--- src/rtl/alu_pkg.sv ---
// Shared definitions for the sequential ALU: op encodings, flag bit positions and FSM states.
package alu_pkg;

  typedef enum logic [2:0] {
    ALU_OP_ADD = 3'd0,
    ALU_OP_SUB = 3'd1,
    ALU_OP_AND = 3'd2,
    ALU_OP_OR  = 3'd3,
    ALU_OP_XOR = 3'd4,
    ALU_OP_SHL = 3'd5,
    ALU_OP_SHR = 3'd6,
    ALU_OP_SRA = 3'd7
  } alu_op_e;

  localparam int FLAG_Z = 0;
  localparam int FLAG_N = 1;
  localparam int FLAG_C = 2;
  localparam int FLAG_V = 3;

  typedef enum logic [1:0] {
    ST_IDLE  = 2'd0,
    ST_SHIFT = 2'd1,
    ST_DONE  = 2'd2
  } alu_state_e;

  function automatic logic is_shift(input alu_op_e op);
    return (op == ALU_OP_SHL) || (op == ALU_OP_SHR) || (op == ALU_OP_SRA);
  endfunction

endpackage

--- src/rtl/alu_shifter.sv ---
// Shift unit for alu_seq: single-bit step, or full barrel shift when ALU_BARREL_SHIFT_EN is defined.
// Both forms return the shifted value and the last bit shifted out.
module alu_shifter
  import alu_pkg::*;
#(
  parameter int WIDTH = 8
) (
  input  alu_op_e                      op,
  input  logic [WIDTH-1:0]             din,
`ifdef ALU_BARREL_SHIFT_EN
  input  logic [$clog2(WIDTH)-1:0]     shamt,
`endif
  output logic [WIDTH-1:0]             dout,
  output logic                         cout
);

`ifdef ALU_BARREL_SHIFT_EN
  localparam int SW = $clog2(WIDTH);

  // Amounts of WIDTH or more only exist for non-power-of-2 widths.
  logic ovr;
  assign ovr = ({1'b0, shamt} >= (SW + 1)'(WIDTH));

  always_comb begin
    dout = din;
    cout = 1'b0;
    case (op)
      ALU_OP_SHL: begin
        if (ovr) {cout, dout} = '0;
        else     {cout, dout} = {1'b0, din} << shamt;
      end
      ALU_OP_SHR: begin
        if (ovr) {dout, cout} = '0;
        else     {dout, cout} = {din, 1'b0} >> shamt;
      end
      ALU_OP_SRA: begin
        if (ovr) begin
          dout = {WIDTH{din[WIDTH-1]}};
          cout = din[WIDTH-1];
        end else begin
          {dout, cout} = $signed({din, 1'b0}) >>> shamt;
        end
      end
      default: ;
    endcase
  end
`else
  always_comb begin
    dout = din;
    cout = 1'b0;
    case (op)
      ALU_OP_SHL: {cout, dout} = {din, 1'b0};
      ALU_OP_SHR: {dout, cout} = {1'b0, din};
      ALU_OP_SRA: {dout, cout} = {din[WIDTH-1], din};
      default: ;
    endcase
  end
`endif

endmodule

--- src/rtl/alu_seq.sv ---
// WIDTH-bit ALU with valid/ready on both sides, registered result/flags, one op in flight.
// Define ALU_BARREL_SHIFT_EN for single-cycle barrel shifts; otherwise shifts iterate one bit per cycle.
module alu_seq
  import alu_pkg::*;
#(
  parameter  int WIDTH   = 8,
  localparam int SHAMT_W = $clog2(WIDTH)
) (
  input  logic               clk,
  input  logic               rst_n,
  input  logic               in_valid,
  output logic               in_ready,
  input  logic [WIDTH-1:0]   a,
  input  logic [WIDTH-1:0]   b,
  input  logic [2:0]         op,
  input  logic [SHAMT_W-1:0] shamt,
  output logic               out_valid,
  input  logic               out_ready,
  output logic [WIDTH-1:0]   out,
  output logic [3:0]         flags
);

  alu_state_e       state, state_nx;
  alu_op_e          op_in;
  logic             accept;
  logic             go_shift;
  logic             load_res;
  logic [WIDTH-1:0] res_nx;
  logic [3:0]       flags_nx;
  logic [WIDTH-1:0] imm_res;
  logic             imm_c;
  logic             imm_v;
  logic [WIDTH-1:0] sh_dout;
  logic             sh_cout;

  assign op_in     = alu_op_e'(op);
  assign in_ready  = (state == ST_IDLE) || ((state == ST_DONE) && out_ready);
  assign out_valid = (state == ST_DONE);
  assign accept    = in_valid && in_ready;

  // Returns {V, C, result}; C is carry for add and borrow for subtract.
  function automatic logic [WIDTH+1:0] addsub(input logic [WIDTH-1:0] x,
                                              input logic [WIDTH-1:0] y,
                                              input logic             sub);
    logic signed [WIDTH-1:0] sx;
    logic signed [WIDTH-1:0] sy;
    logic signed [WIDTH:0]   ssum;
    logic        [WIDTH:0]   wide;
    sx   = x;
    sy   = y;
    ssum = sub ? (sx - sy) : (sx + sy);
    wide = sub ? ({1'b0, x} - {1'b0, y}) : ({1'b0, x} + {1'b0, y});
    return {ssum[WIDTH] ^ ssum[WIDTH-1], wide};
  endfunction

  function automatic logic [3:0] mk_flags(input logic [WIDTH-1:0] r,
                                          input logic             c,
                                          input logic             v);
    logic [3:0] f;
    f         = '0;
    f[FLAG_Z] = (r == '0);
    f[FLAG_N] = r[WIDTH-1];
    f[FLAG_C] = c;
    f[FLAG_V] = v;
    return f;
  endfunction

`ifdef ALU_BARREL_SHIFT_EN
  assign go_shift = 1'b0;

  alu_shifter #(.WIDTH(WIDTH)) u_shifter (
    .op    (op_in),
    .din   (a),
    .shamt (shamt),
    .dout  (sh_dout),
    .cout  (sh_cout)
  );
`else
  logic [WIDTH-1:0] sh_p0;
  alu_op_e          op_p0;
  logic [SHAMT_W:0] cnt_p0;
  logic             ovr_p0;
  logic             ovr_in;
  logic             shift_c;

  assign ovr_in   = ({1'b0, shamt} >= (SHAMT_W + 1)'(WIDTH));
  assign go_shift = is_shift(op_in) && (shamt != '0);
  // Oversized logical shifts end with a zero carry; SRA keeps the sign bit it shifted out.
  assign shift_c  = sh_cout && !(ovr_p0 && (op_p0 != ALU_OP_SRA));

  alu_shifter #(.WIDTH(WIDTH)) u_shifter (
    .op   (op_p0),
    .din  (sh_p0),
    .dout (sh_dout),
    .cout (sh_cout)
  );

  // Stage p0: latched shift operand and remaining step count.
  always_ff @(posedge clk) begin
    if (accept) begin
      sh_p0  <= a;
      op_p0  <= op_in;
      cnt_p0 <= ovr_in ? (SHAMT_W + 1)'(WIDTH) : {1'b0, shamt};
      ovr_p0 <= ovr_in;
    end else if (state == ST_SHIFT) begin
      sh_p0  <= sh_dout;
      cnt_p0 <= cnt_p0 - (SHAMT_W + 1)'(1);
    end
  end
`endif

  always_comb begin
    imm_res = a;
    imm_c   = 1'b0;
    imm_v   = 1'b0;
    case (op_in)
      ALU_OP_ADD: {imm_v, imm_c, imm_res} = addsub(a, b, 1'b0);
      ALU_OP_SUB: {imm_v, imm_c, imm_res} = addsub(a, b, 1'b1);
      ALU_OP_AND: imm_res = a & b;
      ALU_OP_OR:  imm_res = a | b;
      ALU_OP_XOR: imm_res = a ^ b;
      default: begin
`ifdef ALU_BARREL_SHIFT_EN
        imm_res = sh_dout;
        imm_c   = sh_cout;
`endif
      end
    endcase
  end

  always_comb begin
    state_nx = state;
    load_res = 1'b0;
    res_nx   = imm_res;
    flags_nx = mk_flags(imm_res, imm_c, imm_v);
    case (state)
      ST_IDLE, ST_DONE: begin
        if (accept) begin
          if (go_shift) begin
            state_nx = ST_SHIFT;
          end else begin
            load_res = 1'b1;
            state_nx = ST_DONE;
          end
        end else if ((state == ST_DONE) && out_ready) begin
          state_nx = ST_IDLE;
        end
      end
`ifndef ALU_BARREL_SHIFT_EN
      ST_SHIFT: begin
        if (cnt_p0 == (SHAMT_W + 1)'(1)) begin
          load_res = 1'b1;
          res_nx   = sh_dout;
          flags_nx = mk_flags(sh_dout, shift_c, 1'b0);
          state_nx = ST_DONE;
        end
      end
`endif
      default: state_nx = ST_IDLE;
    endcase
  end

  // Stage p1: registered result and flags, held while DONE waits for out_ready.
  always_ff @(posedge clk or negedge rst_n) begin
    if (!rst_n) begin
      state <= ST_IDLE;
      out   <= '0;
      flags <= '0;
    end else begin
      state <= state_nx;
      if (load_res) begin
        out   <= res_nx;
        flags <= flags_nx;
      end
    end
  end

endmodule
--- config.mk ---
export PLATFORM = sky130hd
export DESIGN_NAME = alu_seq
export DESIGN_NICKNAME = d
export VERILOG_FILES = /design/src/rtl/alu_pkg.sv /design/src/rtl/alu_shifter.sv /design/src/rtl/alu_seq.sv
export SDC_FILE = /design/constraint.sdc
export NUM_CORES = 1
export LEC_CHECK = 0
export BUFFER_PORTS_ARGS = -buffer_cell sky130_fd_sc_hd__buf_4
export CORE_UTILIZATION = 40
export CTS_CLUSTER_DIAMETER = 50
export DETAILED_ROUTE_END_ITERATION = 16
export PLACE_DENSITY_LB_ADDON = 0.3
export SLEW_MARGIN = 20
export SYNTH_ARGS = -nofsm -noshare
export SYNTH_HDL_FRONTEND = slang
export SYNTH_SLANG_ARGS = --single-unit
--- constraint.sdc ---
create_clock -name clk -period 3.6 [get_ports clk]
set_input_delay 0.18 -clock clk [delete_from_list [all_inputs] [get_ports clk]]
set_output_delay 0.18 -clock clk [all_outputs]
set_load 0.01 [all_outputs]
After elaboration in Yosys (flattened, before gate mapping)
Cells that the tools add are included.
- $add $sub $neg: 5
- equal/unequal tests: 15
- muxes and demuxes: 22
- bitwise logic cells: 5
- reduce and logical (&&, ||, !) cells: 15
- operators by type and width (cell ; count):
    one-hot mux 8 bit (5 select lines) ; 1
    2-to-1 mux 8 bit ; 4
    one-hot mux 8 bit (3 select lines) ; 1
    equality test 3 bit (second input constant) ; 7
    adder 8 x 8 -> 9 bit ; 2
    subtractor 8 x 8 -> 9 bit ; 2
    zero test 8 bit ; 2
    bitwise AND 8 bit ; 1
    2-to-1 mux 2 bit ; 4
    2-to-1 mux 4 bit ; 2
    OR 8 bit ; 1
    one-hot mux 1 bit (2 select lines) ; 4
    bitwise XOR 8 bit ; 1
    equality test 3 x 2 -> 1 bit (second input constant) ; 2
    2-to-1 mux 3 bit ; 2
    equality test 4 x 1 -> 1 bit (second input constant) ; 1
    one-hot mux 2 bit (2 select lines) ; 1
    OR reduction 2 bit ; 2
    subtractor 4 x 1 -> 4 bit (second input constant) ; 1
    equality test 3 x 1 -> 1 bit (second input constant) ; 1
    logical AND 1 bit ; 3
    zero test 3 bit ; 1
    logical OR 1 bit ; 3
    2-to-1 mux 1 bit ; 3
    9 further kinds ; 10
- register bits after elaboration: 29
- input port bits: 26
- output and inout port bits: 14
- word-level logic and storage cells: 69

Longest topological paths before layout
Gate-level depths: netlist of the first run.
- depth in word-level cells: 7
- mapped depth: 11
- depth with buffers taken out: 11

Cells and area by module
From an unflattened synthesis of the first run, not the netlist that was laid out.
- cell total of the unflattened synthesis: 338
- area, all modules: 2827.7 um^2
- modules (own cells, without submodules) (module ; instances ; cells an instance ; area each (um^2) ; sequential area each (um^2)):
    alu_seq ; 1 ; 311 ; 2588.7 ; 765.7
    alu_shifter ; 1 ; 27 ; 239.0 ; 0.0

Least setup slack after synthesis of the first run
No wires, ideal clock.
- path kind: input to register
- start point: in a[0]
- end point: reg out[6]
- library setup time: 0.126 ns
- arrival time: 2.003 ns
- slack: 1.471 ns
- stages: 11
- path buffers: 0
- cells stage by stage: inv_1 ha_1 inv_1 fa_1 or3b_1 a31oi_1 o21bai_1 mux2i_1 a211o_2 o31ai_1 a221o_1
- cells in the longest elaborated chain, start to end: 4
- elaborated cells between the ends (all ways): 5
- those cells by class: add/sub (2); mux (3)
- ends and longest elaborated chain (what ; RTL line ; text):
    from (decl) ; alu_seq.sv:13 ; input logic [WIDTH-1:0] a,
    subtractor 8 x 8 -> 9 bit / adder 8 x 8 -> 9 bit (equally long branches) ; - ;
    one-hot mux 8 bit (5 select lines) * ; alu_seq.sv:116 ; case (op_in)
    2-to-1 mux 8 bit ; alu_seq.sv:151 ; if (cnt_p0 == (SHAMT_W + 1)'(1)) begin
    2-to-1 mux 8 bit * ; alu_seq.sv:136 ; case (state)
    to (signal assigned) ; alu_seq.sv:172 ; out <= res_nx;
    to (decl) ; alu_seq.sv:19 ; output logic [WIDTH-1:0] out,
Every way passes the cells marked *; elsewhere a longest branch is shown, timed or not.
A chain may end at the register's enable or synchronous reset.

Final worst setup path of the first run
- start point: reg state[1]
- end point: reg flags[3]
- cells in the longest elaborated chain, start to end: 6
- elaborated cells between the ends (all ways): 10
- those cells by class: eq/ne (2); mux (3); reduce/logical (5)
- ends and longest elaborated chain (what ; RTL line ; text):
    from (decl) ; alu_seq.sv:23 ; alu_state_e state, state_nx;
    from (signal assigned) ; alu_seq.sv:170 ; state <= state_nx;
    equality test 2 bit ; alu_seq.sv:37, alu_seq.sv:136 ;
    logical AND 1 bit ; alu_seq.sv:37 ; assign in_ready = (state == ST_IDLE) || ((state == ST_DONE) && out_ready);
    logical OR 1 bit ; alu_seq.sv:37 ;
    logical AND 1 bit ; alu_seq.sv:39 ; assign accept = in_valid && in_ready;
    2-to-1 mux 1 bit ; alu_seq.sv:138 ; if (accept) begin
    one-hot mux 1 bit (2 select lines) ; alu_seq.sv:136 ;
    to (signal assigned) ; alu_seq.sv:173 ; flags <= flags_nx;
    to (decl) ; alu_seq.sv:20 ; output logic [3:0] flags
Several ways; a longest one is shown, not always the timed one.

==> summary.txt, run 1 <==
Floorplan
  • Total die area: ~0.0072 mm^2
  • Initial Utilization: between 40% and 50%
  • Num ports: 40
  • Core ar.: roughly 0.0065 mm^2
  • Die height: 85.00 um
  • Die Wd: ~85 um
  • Row count: 29

Power
  • Maximum vdd drop: approximately 0.28 mV
  • Power consumption: 0.001630 W
  • PD cells: approximately 530 mW/mm^2
  • Leak: 1.342 nW

Synthesis
  • Synth area leader: edfxtp_1
  • Synth Cell Area: around 0.0028 mm^2
  • Asr flop ratio synth: between 40 and 50%
  • EDFF count, synth: 14
  • Synth top area share: ~15%
  • Synth Instances: between 300 and 400
  • Syn Area/Cell: 8.637 um^2
  • Syn. warnings: 0
  • Syn nets: ~370
  • Distinct cells, synth: about 70
  • Synth area leaders: edfxtp_1 (15%), dfrtp_1 (12%), ha_1 (12%)
  • Main synth FF type: edfxtp_1
  • Post-synthesis sequential area ratio: between 20 and 30%
  • Synthesis-stage register bit count: 28

CTS
  • Clock tree buffer depth: 2
  • Clock sinks: 28
  • Num CTS Buffers: 3
  • Clock transition at path regs: 0.10 ns
  • Setup bufs post-CTS: 0
  • H-tree levels: 1
  • CTS tree: done
  • Clk_lat worst skew: about 0.28 ns
  • Root Driver: clkbuf_8

STA
  • Hold Vio Cnt, Final: 0
  • Slew Viols, Final: 0
  • Tcrit/Tclk final: ~65%
  • Clock Skew: between 0.004 and 0.005 ns
  • Min Clock Period, post-route: between 2 and 2.5 ns
  • RSZ-0062 raised after global routing: no
  • Worst-Margin Slew: between 0.8 and 0.9 ns
  • Relative slew slack: between 40% and 50%
  • Fmax: ~430 MHz
  • Setup TNS: 0 ns
  • Setup violators final: 0
  • Final WS setup: 1.258 ns

Finish
  • Share of layout cells above drive strength 1: between 15 and 20%
  • Fillers: roughly 620
  • N_diodes: 0
  • Net count reported at finish: a little under 400
  • P&R area growth vs syn: 10.99%

Hold path
  • Min-Delay Endpoint: cnt_p0[2]$_DFFE_PP_
  • HP Start: shamt[2]
  • Worst hold path depth: 3
  • Hold crit path type: primary input to flip-flop

Routing
  • Vias/cell: between 6 and 7
  • Routed Antenna Nets: 0
  • DRT Pass-1 Iters: 5
  • WL final: between 7 and 8 mm
  • Routed WL per cell: about 17 um
  • Detailed Route Iter0 Violations: about 180
  • DR DRC count: 0
  • Via count: ~2500

Critical path
  • Worst setup EP type: flip-flop
  • CP Max Fanout: 15
  • Reg2reg end: flags[3]$_DFFE_PN0P_
  • Crit path DAT: 2.56 ns
  • Critical path required time: 3.82 ns
  • Worst Reg-to-Reg Cells: 6
  • Worst R2R Setup Slack: 1.26 ns
  • Setup CP Type: flip-flop to flip-flop
  • Worst r2r src: state[1]$_DFFE_PN0P_
  • CP Launch Type: flip-flop

Place
  • Post-DP HPWL: between 5 and 6 mm
  • Port Buffers: 39
  • GP Congestion: between 0.8 and 0.9
  • Pre-CTS setup slack: 1.116 ns

GRT
  • Initial antenna violation count: 0
  • GRT Util Overall: 20.07%
  • Largest net degree at the start of global routing: 38
  • First-pass GRT wire length: approximately 12 mm
  • GRT overflow: 0
  • Vias in the first global route: ~2200

Job
  • MaxCap Viol Count: 0

Status
  • Outcome: finished clean
cells in the final DEF, fill, tap and decap left out, types with 5 or more instances in the layout:
cell / count
nand2b_1: 7
ha_1: 26
nand3_1: 7
o21ai_0: 21
a22o_1: 9
nor2b_1: 5
inv_1: 27
nor2_1: 23
buf_4: 39
nand2_1: 23
edfxtp_1: 14
a22oi_1: 6
a21oi_1: 27
xnor2_1: 6
dfrtp_1: 13
flip-flops by register name (all words and copies together), names as in the netlist:
name	cells
state	2
out	7
op_p0	3
sh_p0	8
flags	4
cnt_p0	4
where the power goes:
part | leakage, nW | switching, W | internal, W | total (W)
Combinational | 1.00 | 0.000445 | 0.000347 | 0.000792
Clock | 0.0288 | 0.0000989 | 0.0000980 | 0.000197
Sequential | 0.310 | 0.000120 | 0.000521 | 0.000641
worst max path at each step:
stage                                    start  depth (start not counted)                   end
after floorplan                           a[0]                         11    out[6]$_DFFE_PN0P_
after global placement                    a[0]                         11  flags[0]$_DFFE_PN0P_
after detailed placement                  a[0]                         12    out[6]$_DFFE_PN0P_
after CTS                 state[0]$_DFFE_PN0P_                          6  flags[3]$_DFFE_PN0P_
after global routing      state[1]$_DFFE_PN0P_                          6  flags[3]$_DFFE_PN0P_
final                     state[1]$_DFFE_PN0P_                          6  flags[3]$_DFFE_PN0P_
cells in the mapped netlist, types with 5 or more instances:
library cell and number:
nor2b_1 5, nor2_1 23, a21oi_1 27, buf_2 5
nand2b_1 7, clkbuf_8 5, o21ai_0 21, edfxtp_1 14
dfrtp_1 13, ha_1 26, clkbuf_1 6, a22o_1 9
nand2_1 23, inv_1 27, nand3_1 7, a22oi_1 6
xnor2_1 6
worst max-delay path, cell delays in order (launching register included):
cell and delay, ns:
dfrtp_1 0.41, a21oi_1 0.27, nand2_1 0.36, inv_1 0.47
nand2_1 0.26, nor4_1 0.35, a311o_1 0.16
area by class of cell:
type	count	area [um^2]	area share [%]
Multi-Input combinational cell	244	1737	56.79
Sequential cell	28	765.7	25.04
Tap cell	77	96.34	3.151
Timing Repair Buffer	40	302.8	9.902
Inverter	27	101.3	3.314
Clock buffer	4	55.05	1.800
what timing repair did:
item,4_1_cts,5_1_grt
hold endpoints to repair,13,0
hold buffers,1,0
gates resized for setup,0,0
routing by layer:
layer  up-vias  GRT usage, %  wire length (um)
li1       1219             -                 -
met1      1207         29.03              3341
met2       100         31.23              3231
met3        14         3.307               482
met4         0         4.931               123
met5         -             0                 0
through the flow:
| stage | utilization [%] | instance area, um^2 | hold slack [ns] | std cells |
|---|---|---|---|---|
| after global routing | 47.08 | 3058 | 0.2106 | 420 |
| after detailed placement | 46.08 | 2993 | 0.03606 | 415 |
| final | 47.08 | 3058 | 0.1953 | 420 |
| after floorplan | - | 2755 | -0.1156 | 319 |
| after global placement | 46.08 | 2993 | 0.03740 | 415 |
| after CTS | 47.08 | 3058 | 0.1855 | 420 |
kinds of logic after synthesis:
kind of cell | after synthesis | share of synthesized area [%]
AOI/OAI and AO/OA | 110 | 28.38
DFF | 28 | 27.79
muxes | 4 | 1.453
xor gates and xnor gates | 7 | 2.225
adders and majority gates | 28 | 13.26
buffers and inverters | 47 | 9.173
and+or+nand+nor | 95 | 17.71
Power figures use the tool's default switching activity.
==> inputs of run 2 (changes only) <==
==> constraint.sdc (replaced) <==
create_clock -name clk -period 2 [get_ports clk]
set_input_delay 0.1 -clock clk [delete_from_list [all_inputs] [get_ports clk]]
set_output_delay 0.1 -clock clk [all_outputs]
set_load 0.01 [all_outputs]
==> summary.txt, run 2 (synthesized netlist as in run 1, its figures left out) <==
Routing
  • DR DRC count: 0
  • Vias/cell: approximately 5.6
  • DRT Pass-1 Iters: 6
  • WL final: between 7 and 8 mm
  • Routed WL per cell: between 15 and 20 um
  • Via count: about 2700
  • Detailed Route Iter0 Violations: about 190
  • Routed Antenna Nets: 0

CTS
  • Root Driver: clkbuf_8
  • Clock sinks: 28
  • Clock transition at path regs: ~0.1 ns
  • Clk_lat worst skew: around 0.28 ns
  • Clock tree buffer depth: 2
  • CTS tree: done
  • Num CTS Buffers: 3
  • H-tree levels: 1

Critical path
  • CP Launch Type: primary input
  • Crit path DAT: about 2.1 ns
  • CP top delay family: compound AO/OA/AOI/OAI gates
  • Worst Reg-to-Reg Cells: 7
  • Worst setup EP type: flip-flop
  • CP Max Fanout: 4
  • Critical path required time: between 2 and 2.5 ns
  • Most frequent CP cell: buf_4
  • Slowest library cell on the worst path: fa_1
  • Crit path buffers/inverters: 3
  • Setup CP Type: primary input to flip-flop
  • CP max stage delay: roughly 0.55 ns
  • Cells along the critical path: buf_4 > clkinvlp_4 > fa_1 > mux2i_1 > a222oi_1 > buf_4 > and4b_2 > o211ai_1 > o41ai_4
  • WP depth: 9

Finish
  • Final Cell Area: around 0.0037 mm^2
  • Largest register by flop count: sh_p0
  • Most frequent cells in the layout: buf_4 (101), a21oi_1 (25), inv_1 (24)
  • Max reg flops: 8
  • Final Util: a little under three fifths
  • N_diodes: 0
  • P&R area growth vs syn: 32.88%
  • Top flop regs: sh_p0 x8, out x7
  • Commonest non-fill, non-tap cell in the layout: buf_4
  • Share of layout cells above drive strength 1: 33.50%
  • Net count reported at finish: approximately 460

Floorplan
  • Total die area: about 0.0072 mm^2
  • Row count: 29
  • Die height: between 80 and 90 um
  • Initial Utilization: 42.42%
  • Num ports: 40
  • Core ar.: 0.006495 mm^2
  • Die Wd: between 80 and 90 um

Job
  • MaxCap Viol Count: 0

Power
  • Leak: around 1.7 nW
  • PD cells: around 900 mW/mm^2
  • Maximum vdd drop: 0.5643 mV
  • Power consumption: approximately 0.0032 W

STA
  • Setup TNS: 0 ns
  • Fin Hold WS: between 0.06 and 0.07 ns
  • Relative slew slack: a little under two thirds
  • RSZ-0062 raised after global routing: yes
  • Hold Vio Cnt, Final: 0
  • Worst-Margin Slew: about 0.53 ns
  • Fmax: around 510 MHz
  • Min Clock Period, post-route: slightly below 2 ns
  • Slew Viols, Final: 0
  • Tcrit/Tclk final: a little over nine tenths
  • Setup violators final: 0
  • Clock Skew: roughly 0.0097 ns

GRT
  • Vias in the first global route: around 2600
  • GRT Util Overall: ~22%
  • Initial antenna violation count: 0
  • Largest net degree at the start of global routing: 20
  • GRT overflow: 0
  • First-pass GRT wire length: roughly 13 mm

Hold path
  • Hold crit path type: primary input to flip-flop
  • Worst hold path depth: 1

Place
  • Port Buffers: 39
  • Post-DP HPWL: between 6 and 7 mm
  • GP Congestion: 0.9170
  • Area after DPL: ~0.0034 mm^2

Status
  • Outcome: finished clean
[run 2: layout make-up]
class / count / area [um^2]
well taps: 77 / 96.34
inverters: 27 / 107.6
clock inverters: 1 / 3.754
fillers: 588 / 2834
repair buffers: 103 / 779.5
flip-flops and latches: 28 / 765.7
clock buffers: 3 / 41.29
multi-input cells: 244 / 1867
[run 2: path summary, 6_finish.rpt]
| check | startpoint | slack [ns] | end |
|---|---|---|---|
| hold reg to reg | out[3]$_DFFE_PN0P_ | 0.52 | out[3]$_DFFE_PN0P_ |
| min in group asynchronous | rst_n | 0.21 | out[1]$_DFFE_PN0P_ |
| max in group asynchronous | rst_n | 1.64 | out[6]$_DFFE_PN0P_ |
| hold / removal | op[1] | 0.06 | op_p0[1]$_DFFE_PP_ |
| setup / recovery | b[1] | 0.03 | flags[0]$_DFFE_PN0P_ |
| setup reg to reg | op_p0[1]$_DFFE_PP_ | 0.10 | flags[0]$_DFFE_PN0P_ |
[run 2: worst reg2reg max path, stage by stage, from the launching register on]
cell and delay [ns]:
edfxtp_1 0.49, buf_4 0.21, a22o_1 0.21, a22oi_1 0.27, nand4_1 0.15, nor4_2 0.27
a21oi_1 0.12, o41ai_4 0.08
[run 2: repair_timing]
action                                 CTS  global route
hold buffers                             1             0
resized for setup                        4            21
setup buffers                            1             2
setup endpoints to repair                2             3
pin swaps                                3             8
endpoints found under the hold margin   13             0
[run 2: through the flow]
step           worst slack (ns)  instances
2_1_floorplan          0.002754        319
3_3_place_gp            -0.2180        475
3_5_place_dp            -0.3211        475
4_1_cts                0.006998        481
5_1_grt                -0.04428        483
6_report                0.03072        483
[run 2: where the power goes]
part | switching (W) | internal (W)
registers | 0.000206 | 0.000937
logic | 0.000912 | 0.000850
clock network | 0.000176 | 0.000138
[run 2: routing by layer]
layer	global-route usage, %	up-vias	share of wire [%]	routed length, um
met2	36.51	73	48	3756
met3	3.405	8	5.1	397
met4	3.544	0	1.3	101
li1	-	1341	-	-
met5	0	-	0	0
met1	31.36	1288	46	3565
